### config.mk
export PLATFORM = sky130hd
export DESIGN_NAME = serial_pattern_gen
export DESIGN_NICKNAME = d
export VERILOG_FILES = /design/src/rtl/serial_pattern_gen.sv
export SDC_FILE = /design/constraint.sdc
export NUM_CORES = 1
export LEC_CHECK = 0
export BUFFER_PORTS_ARGS = -buffer_cell sky130_fd_sc_hd__buf_4
export CORE_ASPECT_RATIO = 0.6
export CORE_MARGIN = 2
export CORE_UTILIZATION = 50
export DETAILED_ROUTE_END_ITERATION = 10
export HOLD_SLACK_MARGIN = 0.15
export PLACE_DENSITY = 0.73
export RECOVER_POWER = 100
export SLEW_MARGIN = 20
export SYNTH_ARGS = -nofsm -noshare
export SYNTH_HDL_FRONTEND = slang
export SYNTH_SLANG_ARGS = --single-unit
### constraint.sdc
create_clock -name clk -period 2.5 [get_ports clk]
set_clock_uncertainty 0.15 [all_clocks]
set_input_delay 0.25 -clock clk [delete_from_list [all_inputs] [get_ports clk]]
set_output_delay 0.25 -clock clk [all_outputs]
set_load 0.01 [all_outputs]
### src/rtl/serial_pattern_gen.sv
// Serial bit-sequence transmitter: shifts a latched pattern out MSB-first on x,
// holding each bit DIV clocks, with a repetition count and an idle gap between repetitions.
module serial_pattern_gen #(
    parameter int   PAT_W    = 12,
    parameter int   LEN_W    = 4,
    parameter int   CNT_W    = 4,
    parameter int   GAP_W    = 4,
    parameter int   DIV      = 1,
    parameter logic IDLE_LVL = 1'b0
) (
    input  logic             clk,
    input  logic             reset,
    input  logic             start,
    input  logic             abort,
    input  logic [PAT_W-1:0] pattern,
    input  logic [LEN_W-1:0] pat_len,
    input  logic [CNT_W-1:0] rep_count,
    input  logic [GAP_W-1:0] gap_len,
    output logic             x,
    output logic             x_valid,
    output logic             busy,
    output logic             done,
    output logic [CNT_W-1:0] rep_idx
);

    localparam int DW = (DIV > 1) ? $clog2(DIV) : 1;

    typedef enum logic [1:0] {IDLE, SHIFT, GAP} state_t;

    state_t           state, state_n;
    logic [PAT_W-1:0] pat_r;
    logic [LEN_W-1:0] len_r, len_in, bit_idx, bit_idx_n;
    logic [CNT_W-1:0] rep_r, rep_idx_n;
    logic [GAP_W-1:0] gap_r, gap_cnt, gap_cnt_n;
    logic [DW-1:0]    div_cnt, div_cnt_n;
    logic             x_n, x_valid_n, busy_n, done_n, load;
    logic             bit_end, last_rep;

    // Zero or out-of-range lengths fall back to the full pattern width
    assign len_in   = (pat_len == '0 || pat_len > LEN_W'(PAT_W)) ? LEN_W'(PAT_W) : pat_len;
    assign bit_end  = (div_cnt == DW'(DIV - 1));
    assign last_rep = (rep_r != '0) && (rep_idx == rep_r - CNT_W'(1));

    always_comb begin
        state_n   = state;
        bit_idx_n = bit_idx;
        div_cnt_n = div_cnt;
        gap_cnt_n = gap_cnt;
        rep_idx_n = rep_idx;
        x_n       = x;
        x_valid_n = x_valid;
        busy_n    = busy;
        done_n    = 1'b0;
        load      = 1'b0;
        case (state)
            IDLE: begin
                if (start && !abort) begin
                    load      = 1'b1;
                    state_n   = SHIFT;
                    bit_idx_n = len_in - LEN_W'(1);
                    div_cnt_n = '0;
                    rep_idx_n = '0;
                    x_n       = pattern[len_in - LEN_W'(1)];
                    x_valid_n = 1'b1;
                    busy_n    = 1'b1;
                end
            end
            SHIFT: begin
                if (abort) begin
                    state_n   = IDLE;
                    x_n       = IDLE_LVL;
                    x_valid_n = 1'b0;
                    busy_n    = 1'b0;
                    rep_idx_n = '0;
                end else if (!bit_end) begin
                    div_cnt_n = div_cnt + DW'(1);
                end else begin
                    div_cnt_n = '0;
                    if (bit_idx != '0) begin
                        bit_idx_n = bit_idx - LEN_W'(1);
                        x_n       = pat_r[bit_idx - LEN_W'(1)];
                    end else if (last_rep) begin
                        state_n   = IDLE;
                        done_n    = 1'b1;
                        busy_n    = 1'b0;
                        x_valid_n = 1'b0;
                        x_n       = IDLE_LVL;
                    end else begin
                        rep_idx_n = rep_idx + CNT_W'(1);
                        if (gap_r != '0) begin
                            state_n   = GAP;
                            gap_cnt_n = '0;
                            x_n       = IDLE_LVL;
                            x_valid_n = 1'b0;
                        end else begin
                            bit_idx_n = len_r - LEN_W'(1);
                            x_n       = pat_r[len_r - LEN_W'(1)];
                        end
                    end
                end
            end
            GAP: begin
                if (abort) begin
                    state_n   = IDLE;
                    x_n       = IDLE_LVL;
                    x_valid_n = 1'b0;
                    busy_n    = 1'b0;
                    rep_idx_n = '0;
                end else if (gap_cnt == gap_r - GAP_W'(1)) begin
                    state_n   = SHIFT;
                    bit_idx_n = len_r - LEN_W'(1);
                    div_cnt_n = '0;
                    x_n       = pat_r[len_r - LEN_W'(1)];
                    x_valid_n = 1'b1;
                end else begin
                    gap_cnt_n = gap_cnt + GAP_W'(1);
                end
            end
            default: state_n = IDLE;
        endcase
    end

    always_ff @(posedge clk or posedge reset) begin
        if (reset) begin
            state   <= IDLE;
            pat_r   <= '0;
            len_r   <= '0;
            rep_r   <= '0;
            gap_r   <= '0;
            bit_idx <= '0;
            div_cnt <= '0;
            gap_cnt <= '0;
            rep_idx <= '0;
            x       <= IDLE_LVL;
            x_valid <= 1'b0;
            busy    <= 1'b0;
            done    <= 1'b0;
        end else begin
            state   <= state_n;
            bit_idx <= bit_idx_n;
            div_cnt <= div_cnt_n;
            gap_cnt <= gap_cnt_n;
            rep_idx <= rep_idx_n;
            x       <= x_n;
            x_valid <= x_valid_n;
            busy    <= busy_n;
            done    <= done_n;
            if (load) begin
                pat_r <= pattern;
                len_r <= len_in;
                rep_r <= rep_count;
                gap_r <= gap_len;
            end
        end
    end

endmodule
* Yosys cells after proc, flatten, opt, wreduce, memory -nomap -nowiden
Index checks and enable logic that the tools add are counted.
** Storage, ports and cells
- Bits in registers :: 43
- Input bits :: 28
- Output and inout bits :: 8
- Logic and storage cells :: 143
** Operators by class
- $add $sub $neg :: 8
- Multiplexer cells :: 77
- Reductions and logical operators :: 19
- Magnitude comparators :: 4
- Eq/ne operators :: 22
** Operators with widths (number)
- 4-bit two-way mux :: 22
- 1-bit two-way mux :: 36
- 4-bit case mux with 3 select lines :: 2
- 3-bit inequality test, second input constant :: 7
- 2-bit inequality test, second input constant :: 10
- 4-bit by 1-bit subtractor with 4-bit output, second input constant :: 5
- 6-bit AND reduction :: 3
- 2-bit two-way mux :: 8
- 8-bit AND reduction :: 2
- 4-bit by 5-bit < comparator with 1-bit output, second input constant :: 3
- 1-bit binary-select mux with 4-bit select :: 3
- 1-bit case mux with 3 select lines :: 4
- 4-bit nonzero test :: 3
- 5-bit AND reduction :: 2
- 4-bit by 1-bit adder with 4-bit output, second input constant :: 2
- 4-bit == test :: 2
- 4-bit case mux with 2 select lines :: 1
- 2-bit case mux with 3 select lines :: 1
- 4-bit greater-than comparator, second input constant :: 1
- 4-bit zero test :: 1
- 4-bit inequality test, second input constant :: 1
- 4-bit AND reduction :: 1
- 3-bit nonzero test :: 1
- 2-bit by 1-bit == test with 1-bit output, second input constant :: 1
- other kinds (7) :: 8

* Logic depth before layout (Yosys ltp)
Gate-level depths: netlist of the first run.
- Word-level depth :: 9
- Mapped depth :: 11
- Mapped depth without buffers :: 10

* Worst setup path before layout of the first run
No wires, ideal clock.
- Path type :: reg-to-reg
- From :: register len_r[0]
- To :: register x
- Required time :: 2220 ps
- Data arrival time :: 2103 ps
- Buffers on the path :: 1
- Stages on the path, launching flop included :: 10
- Period minus slack after synthesis :: 2383 ps
- Path slack :: 117 ps
- Path through :: dfrtp_1 -> clkbuf_2 -> inv_1 -> ha_1 -> xor2_2 -> mux4_2 -> nor2_1 -> o32ai_1 -> a221oi_1 -> o31ai_2
** On the way
- Cells in the longest elaborated chain, start to end :: 9
- Elaborated cells on any way between the ends :: 11
** Ends and longest elaborated chain
- start, declared :: RTL line 32 : logic [LEN_W-1:0] len_r, len_in, bit_idx, bit_idx_n;
- start signal, assigned :: RTL line 150 : len_r <= len_in;
- 4-bit by 1-bit subtractor with 4-bit output * :: RTL line 97, 113
- 1-bit binary-select mux with 4-bit select * :: RTL line 97, 113
- 1-bit two-way mux (implied by the code) * :: RTL line 97, 113
- 1-bit two-way mux :: RTL line 90 : if (gap_r != '0) begin
- 1-bit two-way mux :: RTL line 82 : end else if (last_rep) begin
- 1-bit two-way mux :: RTL line 79 : if (bit_idx != '0) begin
- 1-bit two-way mux :: RTL line 75 : end else if (!bit_end) begin
- 1-bit two-way mux :: RTL line 69 : if (abort) begin
- 1-bit case mux with 3 select lines * :: RTL line 55 : case (state)
- end signal, assigned :: RTL line 144 : x <= x_n;
- end, declared :: RTL line 19 : output logic x,
Mark *: on every way between the ends. The rest lies on a longest branch, timed or not. The select of a mux whose other input is x is not followed.
A chain may end at the register's enable or synchronous reset.

* Worst setup path after layout of the first run
- From :: register bit_idx[0]
- To :: register gap_cnt[3]
** On the way
- Cells in the longest elaborated chain, start to end :: 3
** Ends and longest elaborated chain
- start, declared :: RTL line 32
- start signal, assigned :: RTL line 140 : bit_idx <= bit_idx_n;
- 4-bit nonzero test :: RTL line 79
- 2-bit inequality test (no source line)
- 8-bit AND reduction (no source line)
- end signal, assigned :: RTL line 142 : gap_cnt <= gap_cnt_n;
- end, declared :: RTL line 34 : logic [GAP_W-1:0] gap_r, gap_cnt, gap_cnt_n;
Every way passes these cells.

==> results of run 1 <==
-- final cells by class --
class | instances | area share (%)
repair buffers | 71 | 15.59
clock inverters | 1 | 0.1417
multi-input cells | 205 | 47.50
inverters | 20 | 2.125
clock buffers | 7 | 2.444
flip-flops and latches | 42 | 29.76
well taps | 69 | 2.444
-- through the flow --
step	hold slack [ns]	TNS [ns]	cells	utilization (%)	instance area (sq um)
3_5_place_dp	0.2940	-0.07771	385	58.93	3252
6_report	0.1657	0	415	64.01	3532
5_1_grt	0.2175	0	415	64.01	3532
3_3_place_gp	0.2836	-0.05306	385	58.93	3252
4_1_cts	0.1615	0	414	64.40	3553
2_1_floorplan	0.2506	0	276	-	2831
-- sequential cells by signal, summed over array words and instances, names as in the netlist --
signal   cells
rep_idx      4
bit_idx      4
gap_r        4
busy         1
state        2
x_valid      1
gap_cnt      4
rep_r        4
pat_r       12
done         1
x            1
len_r        4
-- synthesized netlist by cell type (2+ instances only) --
cell      number
ha_1          14
xnor2_1        9
nor2_1        13
xor2_1         9
nand2_1       27
dfrtp_1       42
nand2b_1       2
a221oi_1       2
a211o_1        2
nor2b_1        3
clkbuf_1       6
nand3b_1       3
and2_1         3
a21oi_1        9
mux4_2         5
a21boi_0       2
mux2_2        26
nand3_1        2
nor3_1         9
o21ai_0       18
a211oi_1       4
o311ai_0       2
mux2i_1        6
or2b_2         2
o21a_1         2
o221ai_1       3
inv_1         20
o31ai_1        2
-- worst max path at each step --
stage	endpoint	slack, ns	depth (start not counted)
finish	gap_cnt[3]	0.14	7
global route	x	0.01	9
CTS	state[1]	0.04	8
detailed placement	x	-0.08	11
global placement	x	-0.05	11
floorplan	x	0.12	9
-- what timing repair did --
item,in CTS,in global routing
hold buffers,21,0
resized for setup,0,4
buffers inserted,0,1
setup endpoints to repair,0,7
hold endpoints to repair,62,0
-- power breakdown --
group          switching [mW]  internal [mW]
Clock                   0.240          0.223
Sequential              0.308          0.990
Combinational            1.29           1.31
Total                    1.84           2.52
-- kinds of logic after synthesis --
family / count (synthesis) / share of synthesized area, %
simple gates: 71 / 12.73
compound gates: 63 / 16.22
flops: 42 / 37.12
mux: 38 / 17.32
buf+inv: 29 / 4.286
xor+xnor: 19 / 6.143
fa+ha+maj: 14 / 6.187
-- layer usage --
metal / GRT usage (%) / share of wire (%) / vias up
met3: 5.856 / 6.1 / 2
met5: 0 / 0 / -
met1: 36.60 / 49 / 1164
met2: 34.27 / 45 / 63
li1: - / - / 1136
met4: 4.054 / 0.10 / 0
-- worst register-to-register path, stage by stage, from the launching register on --
cell     delay [ns]
dfrtp_1        0.38
inv_1          0.09
ha_1           0.16
or3b_1         0.45
nor3_1         0.29
a21oi_2        0.16
or4b_1         0.52
o21ai_0        0.08
==> impl_results.md, run 1 <==
- Status: finished clean
- Pre-CTS setup slack: -0.07771 ns
- DRT antenna net count: 0
- Final worst path period need: 2.360 ns
- Worst slew pin tran: ~1.1 ns
- # nets final: 387
- Mapped Cells: ~280
- Max FO, Critical Path: 8
- Yosys Warn Count: 0
- Yosys top cell by area: dfrtp_1
- Initial Util: 51.32%
- Die area: 0.006301 sq mm
- Remaining DRCs: 0
- Core area: 0.005518 sq mm
- Die W: 101.2 um
- Initial antenna violation count: 0
- Fin crit share: 94.41%
- Sequential area share after synthesis: about 37%
- Slowest stage delay, CP: 0.52 ns
- Vias in the first global route: 2389
- Synth Area per Inst: 10.26 sq um
- Worst R2R Path Depth: 7
- Area contributors post-synth: dfrtp_1, mux2_2, ha_1
- Detailed Route WL: 6.897 mm
- Wire length per cell: 16.62 um
- Sink Count: 42
- Post-synth ARST share: 100.0%
- HP Class: in2reg
- Reg area: ~0.0011 sq mm
- Share of post-route cells with drive strength above 1: 27.75%
- Iteration-0 DRC Markers: 162
- Port bufs: 35
- CP endpoint kind: flop
- Worst VDD drop: ~0.00059 V
- H-tree depth: 2
- CTS Root Cell: clkbuf_8
- Yosys reg bits: 42
- CTS Buf Count: 5
- Pwr dens: between 1000 and 1500 mW/mm^2
- RSZ-0062 raised after global routing: no
- WS Path Type: reg2reg
- Crit path max-delay family: simple AND/OR/NAND/NOR gates
- GRT Total Usage: 23.77%
- Critical Path RT: 2.57 ns
- Hold worst-path end: len_r[1]
- Fmax: 423.7 MHz
- EDFF count, synth: 0
- Worst rel slew slack: 27.53%
- Crit-path cells: inv_1 -> ha_1 -> or3b_1 -> nor3_1 -> a21oi_2 -> or4b_1 -> o21ai_0
- Hold path start: pat_len[1]
- Largest net degree at the start of global routing: 43
- Fillers: 471
- Worst R2R Setup Slack: around 0.14 ns
- Setup slack after layout: 0.1398 ns
- Via-to-Cell Ratio: ~5.7
- Clock latency on the worst-skew pair: 0.30 ns
- N_diodes: 0
- Post-Syn Area: 0.002831 sq mm
- Top FF cell, synth: dfrtp_1
- CP arrival: 2.43 ns
- Capture point of the worst reg-to-reg path: gap_cnt[3]
- Io pins: 36
- Hold Fails Final Rpt: 0
- Post-DP HPWL: 5.002 mm
- Multi-input gate area: 0.001678 sq mm
- Max Root-Sink Buffers: 2
- Worst path slowest cell: or4b_1
- Drt pass-1 iters: 4
- Top cell type's share of synthesized area: 37.12%
- Synth cell types: 57
- Commonest non-fill, non-tap cell in the layout: dfrtp_1
- Clk slew on worst S/H paths: 0.09 ns
- Area delta synth->final: 24.75%
- Worst hold path depth: 3
- FP Rows: 21
- Grt total ovfl: 0
- WP buf/inv: 1
- Final setup violating endpoints: 0
- Max-cap violations: 0
- RePlAce Congestion: just over 0.9
- Startpoint Class: flop
- Die height: 62.29 um
- Most frequent cells in the layout: dfrtp_1, buf_4, mux2_2, nand2_1, dlygate4sd3_1
- Max Slew Vio Count: 0
- Routed via count: 2365
- R2r startpoint: bit_idx[0]
- Overall Power: between 4 and 5 mW
- First-pass GRT wire length: 11.92 mm
- Beginning of the critical path: bit_idx[0]
- CTS tree: built
- Syn_nets: 318
- Pleak: 1.566 nW
(Power assumes the default switching activity.)
==> inputs of run 2 (changes only) <==
--- a/config.mk
+++ b/config.mk
@@ -8,10 +8,10 @@
 export BUFFER_PORTS_ARGS = -buffer_cell sky130_fd_sc_hd__buf_4
 export CORE_ASPECT_RATIO = 0.6
 export CORE_MARGIN = 2
-export CORE_UTILIZATION = 50
+export CORE_UTILIZATION = 53
 export DETAILED_ROUTE_END_ITERATION = 10
 export HOLD_SLACK_MARGIN = 0.15
-export PLACE_DENSITY = 0.73
+export PLACE_DENSITY = 0.77
 export RECOVER_POWER = 100
 export SLEW_MARGIN = 20
 export SYNTH_ARGS = -nofsm -noshare
==> impl_results.md, run 2 (synthesized netlist as in run 1, its figures left out) <==
- Worst path slowest cell: dfrtp_1
- Fillers: 401 (-15%)
- Pwr dens: 1232 mW/mm^2 (-0.23%)
- Hold Fails Final Rpt: 0 (unchanged)
- Clock latency on the worst-skew pair: 0.30 ns (about the same)
- Max Root-Sink Buffers: 2 (unchanged)
- Clk slew on worst S/H paths: 0.09 ns (about the same)
- Status: finished clean
- Fmax: 422.9 MHz (-0.19%)
- Hold worst-path end: len_r[3]
- Initial Util: 55.47% (+4.2 points)
- Capture point of the worst reg-to-reg path: state[1]
- R2r startpoint: rep_r[1]
- Largest net degree at the start of global routing: 43 (unchanged)
- Pre-CTS setup slack: 0.01146 ns (+0.08917 ns)
- Wire length per cell: 16.63 um (about the same)
- CP arrival: 2.41 ns (-0.02 ns)
- DP Cell Count: 385 (unchanged)
- Fin Hold WS: 0.1707 ns (+0.005020 ns)
- H-tree depth: 2 (unchanged)
- Crit path top cell by count: a211o_1
- Post-DP HPWL: 4.961 mm (-0.81%)
- Initial antenna violation count: 0 (unchanged)
- Max reg flops: 12 (unchanged)
- Vias in the first global route: 2305 (-3.5%)
- Max-cap violations: 0 (unchanged)
- CP endpoint kind: flop
- Max Slew Vio Count: 0 (unchanged)
- CTS Root Cell: clkbuf_8
- Die W: 98.36 um (-2.8%)
- First-pass GRT wire length: 11.54 mm (-3.2%)
- Critical Path RT: 2.55 ns (-0.02 ns)
- Worst VDD drop: 0.0006524 V (+11%)
- Iteration-0 DRC Markers: 193 (+19%)
- Die area: 0.005962 sq mm (-5.4%)
- Sink Count: 42 (unchanged)
- Detailed Route WL: 6.902 mm (about the same)
- Setup Total Neg Slack: 0 ns (unchanged)
- Startpoint Class: flop
- WS Path Type: reg2reg
- Hold path start: pat_len[3]
- Worst R2R Setup Slack: 0.14 ns (about the same)
- Setup slack after layout: 0.1353 ns (-0.004578 ns)
- Fin crit share: 94.59% (+0.18 points)
- Io pins: 36 (unchanged)
- Max FO, Critical Path: 5 (-3)
- Crit-path cells: inv_1 -> ha_1 -> xor2_1 -> a211o_1 -> a211o_1 -> nand2_2 -> o211ai_1 -> mux2_2
- Via-to-Cell Ratio: 5.600 (-1.7%)
- Worst rel slew slack: 30.11% (+2.6 points)
- Final setup violating endpoints: 0 (unchanged)
- Final worst path period need: 2.365 ns (+0.004578 ns)
- Grt total ovfl: 0 (unchanged)
- Final non-filler cell total: 415 (unchanged)
- Commonest non-fill, non-tap cell in the layout: dfrtp_1
- Area delta synth->final: 25.63%
- CTS Buf Count: 5 (unchanged)
- Biggest register: pat_r
- DRT antenna net count: 0 (unchanged)
- RSZ-0062 raised after global routing: no
- Worst R2R Path Depth: 8 (+1)
- Worst hold path depth: 3 (unchanged)
- Remaining DRCs: 0 (unchanged)
- GRT Total Usage: 25.29% (+1.5 points)
- Core area: 0.005105 sq mm (-7.5%)
- Routed via count: 2324 (-1.7%)
- Worst slew pin tran: 1.048 ns (-0.03865 ns)
- Pleak: 1.572 nW (+0.37%)
- Most frequent cells in the layout: dfrtp_1, buf_4, mux2_2, nand2_1, dlygate4sd3_1
- Share of post-route cells with drive strength above 1: 27.22% (-0.53 points)
- Port bufs: 35 (unchanged)
- Drt pass-1 iters: 4 (unchanged)
- Die height: 60.62 um (-2.7%)
- RePlAce Congestion: 0.8874 (-3.8%)
- Slowest stage delay, CP: 0.37 ns (-0.15 ns)
- HP Class: in2reg
- CTS tree: built
- N_diodes: 0 (unchanged)
- # nets final: 390 (+0.78%)
- FP Rows: 20 (-4.8%)
-- run 2: changes by cell type in the layout (fill, tap and decap cells not counted) --
cell / delta
bufinv_16: +1
o21ai_0: +1
a211o_1: +1
clkbuf_8: -1
clkinvlp_4: +1
a211o_2: -1
clkinv_2: -1
clkbuf_1: +3
o21ai_1: -1
-- run 2: report_power, final --
group | switching (mW) | internal (mW)
Combinational | 1.27 | 1.28
Sequential | 0.295 | 0.990
Clock | 0.253 | 0.298
Total | 1.81 | 2.57
-- run 2: through the flow --
stage	utilization [%]	power [mW]	cell area [sq um]
after floorplan	-	3.091	2831
after global placement	63.82	3.715	3258
after detailed placement	63.82	3.785	3258
after CTS	70.32	4.409	3590
after global routing	69.68	4.726	3557
final	69.68	4.383	3557
-- run 2: timing repair --
| item | CTS | global route |
|---|---|---|
| hold buffers | 21 | 0 |
| pin swaps | 0 | 4 |
| resized for setup | 1 | 2 |
| endpoints found under the hold margin | 62 | 0 |
| buffers inserted | 0 | 1 |
| setup endpoints to repair | 1 | 7 |
-- run 2: final cells by class --
class | instances | area (sq um) | area share, %
multi-input cells | 205 | 1677 | 47.13
repair buffers | 74 | 561.8 | 15.79
clock inverters | 2 | 37.54 | 1.055
inverters | 20 | 75.07 | 2.110
well taps | 66 | 82.58 | 2.321
flip-flops and latches | 42 | 1051 | 29.55
clock buffers | 6 | 72.57 | 2.040
-- run 2: how the worst max path moves through the flow --
| stage | depth (start not counted) | start | to |
|---|---|---|---|
| 2_1_floorplan | 9 | len_r[0] | x |
| 6_report | 8 | rep_r[1] | state[1] |
| 3_5_place_dp | 8 | len_r[1] | x |
| 5_1_grt | 8 | len_r[1] | x |
| 4_1_cts | 8 | len_r[1] | x |
| 3_3_place_gp | 8 | len_r[1] | x |
-- run 2: layer usage --
layer / track usage [%] / vias up / share of wire (%)
li1: - / 1132 / -
met1: 37.95 / 1114 / 48
met2: 37.90 / 72 / 43
met3: 4.839 / 6 / 7.2
met4: 7.241 / 0 / 0.94
met5: 0 / - / 0
-- run 2: worst max-delay path: cells and delay by family, from the launching register on --
family / cells / cell delay, ns
AOI/OAI and AO/OA: 3 / 0.85
xor gates and xnor gates: 1 / 0.17
adders and majority gates: 1 / 0.19
buffers and inverters: 1 / 0.07
DFF: 1 / 0.37
muxes: 1 / 0.30
and+or+nand+nor: 1 / 0.16
==> inputs of run 3 (changes only) <==
--- a/config.mk
+++ b/config.mk
@@ -13,6 +13,7 @@
 export HOLD_SLACK_MARGIN = 0.15
 export PLACE_DENSITY = 0.77
 export RECOVER_POWER = 100
+export REMOVE_ABC_BUFFERS = 1
 export SLEW_MARGIN = 20
 export SYNTH_ARGS = -nofsm -noshare
 export SYNTH_HDL_FRONTEND = slang
==> impl_results.md, run 3 (synthesized netlist as in run 1, its figures left out) <==
- Status: finished clean
- Die area: 0.005962 sq mm (unchanged)
- Sink Count: 42 (unchanged)
- RePlAce Congestion: 0.8763 (-1.3%)
- N_diodes: 0 (unchanged)
- Max FO, Critical Path: 6 (+1)
- Via-to-Cell Ratio: 5.795 (+3.5%)
- Grt total ovfl: 0 (unchanged)
- Core area: 0.005105 sq mm (unchanged)
- DRT antenna net count: 0 (unchanged)
- Utilization after layout: 70.76% (+1.1 points)
- Remaining DRCs: 0 (unchanged)
- Routed via count: 2399 (+3.2%)
- Max reg flops: 12 (unchanged)
- RSZ-0062 raised after global routing: yes
- Die height: 60.62 um (unchanged)
- CTS tree: built
- Drt pass-1 iters: 5 (+1)
- Die W: 98.36 um (unchanged)
- Share of post-route cells with drive strength above 1: 29.89% (+2.7 points)
- Critical Path RT: 2.55 ns (about the same)
- CP arrival: 2.48 ns (+0.07 ns)
- FP Rows: 20 (unchanged)
- Io pins: 36 (unchanged)
- Port bufs: 35 (unchanged)
- Most frequent cells in the layout: dfrtp_1, buf_4, mux2_2, nand2_1, dlygate4sd3_1
- Vias in the first global route: 2473 (+7.3%)
- Post-DP HPWL: 5.221 mm (+5.2%)
- Worst VDD drop: 0.0007580 V (+16%)
- Iteration-0 DRC Markers: 169 (-12%)
- Clock latency on the worst-skew pair: 0.30 ns (about the same)
- Pwr dens: 1236 mW/mm^2 (+0.33%)
- CTS Buf Count: 5 (unchanged)
- Biggest register: pat_r
- Largest net degree at the start of global routing: 30 (-30%)
- WS Path Type: reg2reg
- Area delta synth->final: 27.57%
- HP Class: in2reg
- Final worst path period need: 2.435 ns (+0.07032 ns)
- Worst rel slew slack: 25.12% (-5.0 points)
- Fin crit share: 97.40% (+2.8 points)
- Pre-CTS setup slack: 0.03605 ns (+0.02459 ns)
- CP endpoint kind: flop
- Setup slack after layout: 0.06493 ns (-0.07032 ns)
- Max-cap violations: 0 (unchanged)
- Final setup violating endpoints: 0 (unchanged)
- GRT Total Usage: 27.06% (+1.8 points)
- Max Slew Vio Count: 0 (unchanged)
- Hold Fails Final Rpt: 0 (unchanged)
- Worst slew pin tran: 1.122 ns (+0.07364 ns)
- First-pass GRT wire length: 12.23 mm (+6.0%)
- CTS Root Cell: clkbuf_8
- Fillers: 405 (+1.0%)
- Initial antenna violation count: 0 (unchanged)
- Detailed Route WL: 7.227 mm (+4.7%)
- Startpoint Class: flop
- # nets final: 389 (-0.26%)
- Wire length per cell: 17.46 um (+5.0%)
- Initial Util: 55.47% (unchanged)
- Pleak: 1.593 nW (+1.3%)
- Fmax: 410.7 MHz (-2.9%)
- Max Root-Sink Buffers: 2 (unchanged)
- Clk slew on worst S/H paths: 0.08 ns (about the same)
- H-tree depth: 2 (unchanged)
[run 3: what timing repair did]
item | in CTS | in global routing
pin swaps | 0 | 3
buffers inserted | 0 | 1
hold endpoints to repair | 50 | 0
resized for setup | 2 | 10
hold buffers | 24 | 0
setup endpoints to repair | 2 | 11
[run 3: per-layer routing]
layer  routed length [um]  GRT usage, %  share of wire [%]  vias to the layer above
met5                    0             0                  0                        -
met4                  102         9.002                1.4                        0
met3                  670         9.101                9.3                       10
met2                 2982         38.87                 41                       90
met1                 3472         39.02                 48                     1160
li1                     -             -                  -                     1139
[run 3: worst max-delay path, cell delays in order, from the launching register on]
cell and delay (ns):
dfrtp_1 0.41, inv_1 0.09, ha_1 0.20, xor2_1 0.18, a211o_1 0.29, a211o_2 0.39
nand2_4 0.12, o211a_1 0.16, mux2_2 0.33
[run 3: metrics by stage]
stage / setup TNS [ns] / hold slack [ns] / area (sq um) / std cells / total power, mW
after floorplan: 0 / 0.2507 / 2785 / 267 / 3.050
after global placement: 0 / 0.2873 / 3228 / 381 / 3.689
after detailed placement: 0 / 0.2955 / 3228 / 381 / 3.764
after CTS: 0 / 0.1549 / 3592 / 413 / 4.370
after global routing: -0.01155 / 0.1802 / 3612 / 414 / 4.803
final: 0 / 0.1638 / 3612 / 414 / 4.466
[run 3: cell type report]
type	instances	area [sq um]	share of cell area [%]
repair buffers	73	585.6	16.21
clock buffers	8	110.1	3.048
multi-input cells	205	1708	47.28
flip-flops and latches	42	1051	29.10
well taps	66	82.58	2.286
inverters	20	75.07	2.078
[run 3: worst paths after layout]
check	to	slack (ns)	startpoint	cells after the start
setup / recovery	x_valid	0.06	rep_r[1]	8
hold / removal	rep_idx[3]	0.16	abort	3
setup reg to reg	x_valid	0.06	rep_r[1]	8
hold reg to reg	len_r[3]	0.36	len_r[3]	2
max in group asynchronous	rep_idx[2]	0.79	reset	4
min in group asynchronous	pat_r[9]	0.64	reset	3
[run 3: power by group]
group / internal [mW] / leakage [nW] / switching, mW
Combinational: 1.31 / 1.02 / 1.35
Sequential: 0.991 / 0.518 / 0.301
Clock: 0.279 / 0.0575 / 0.242
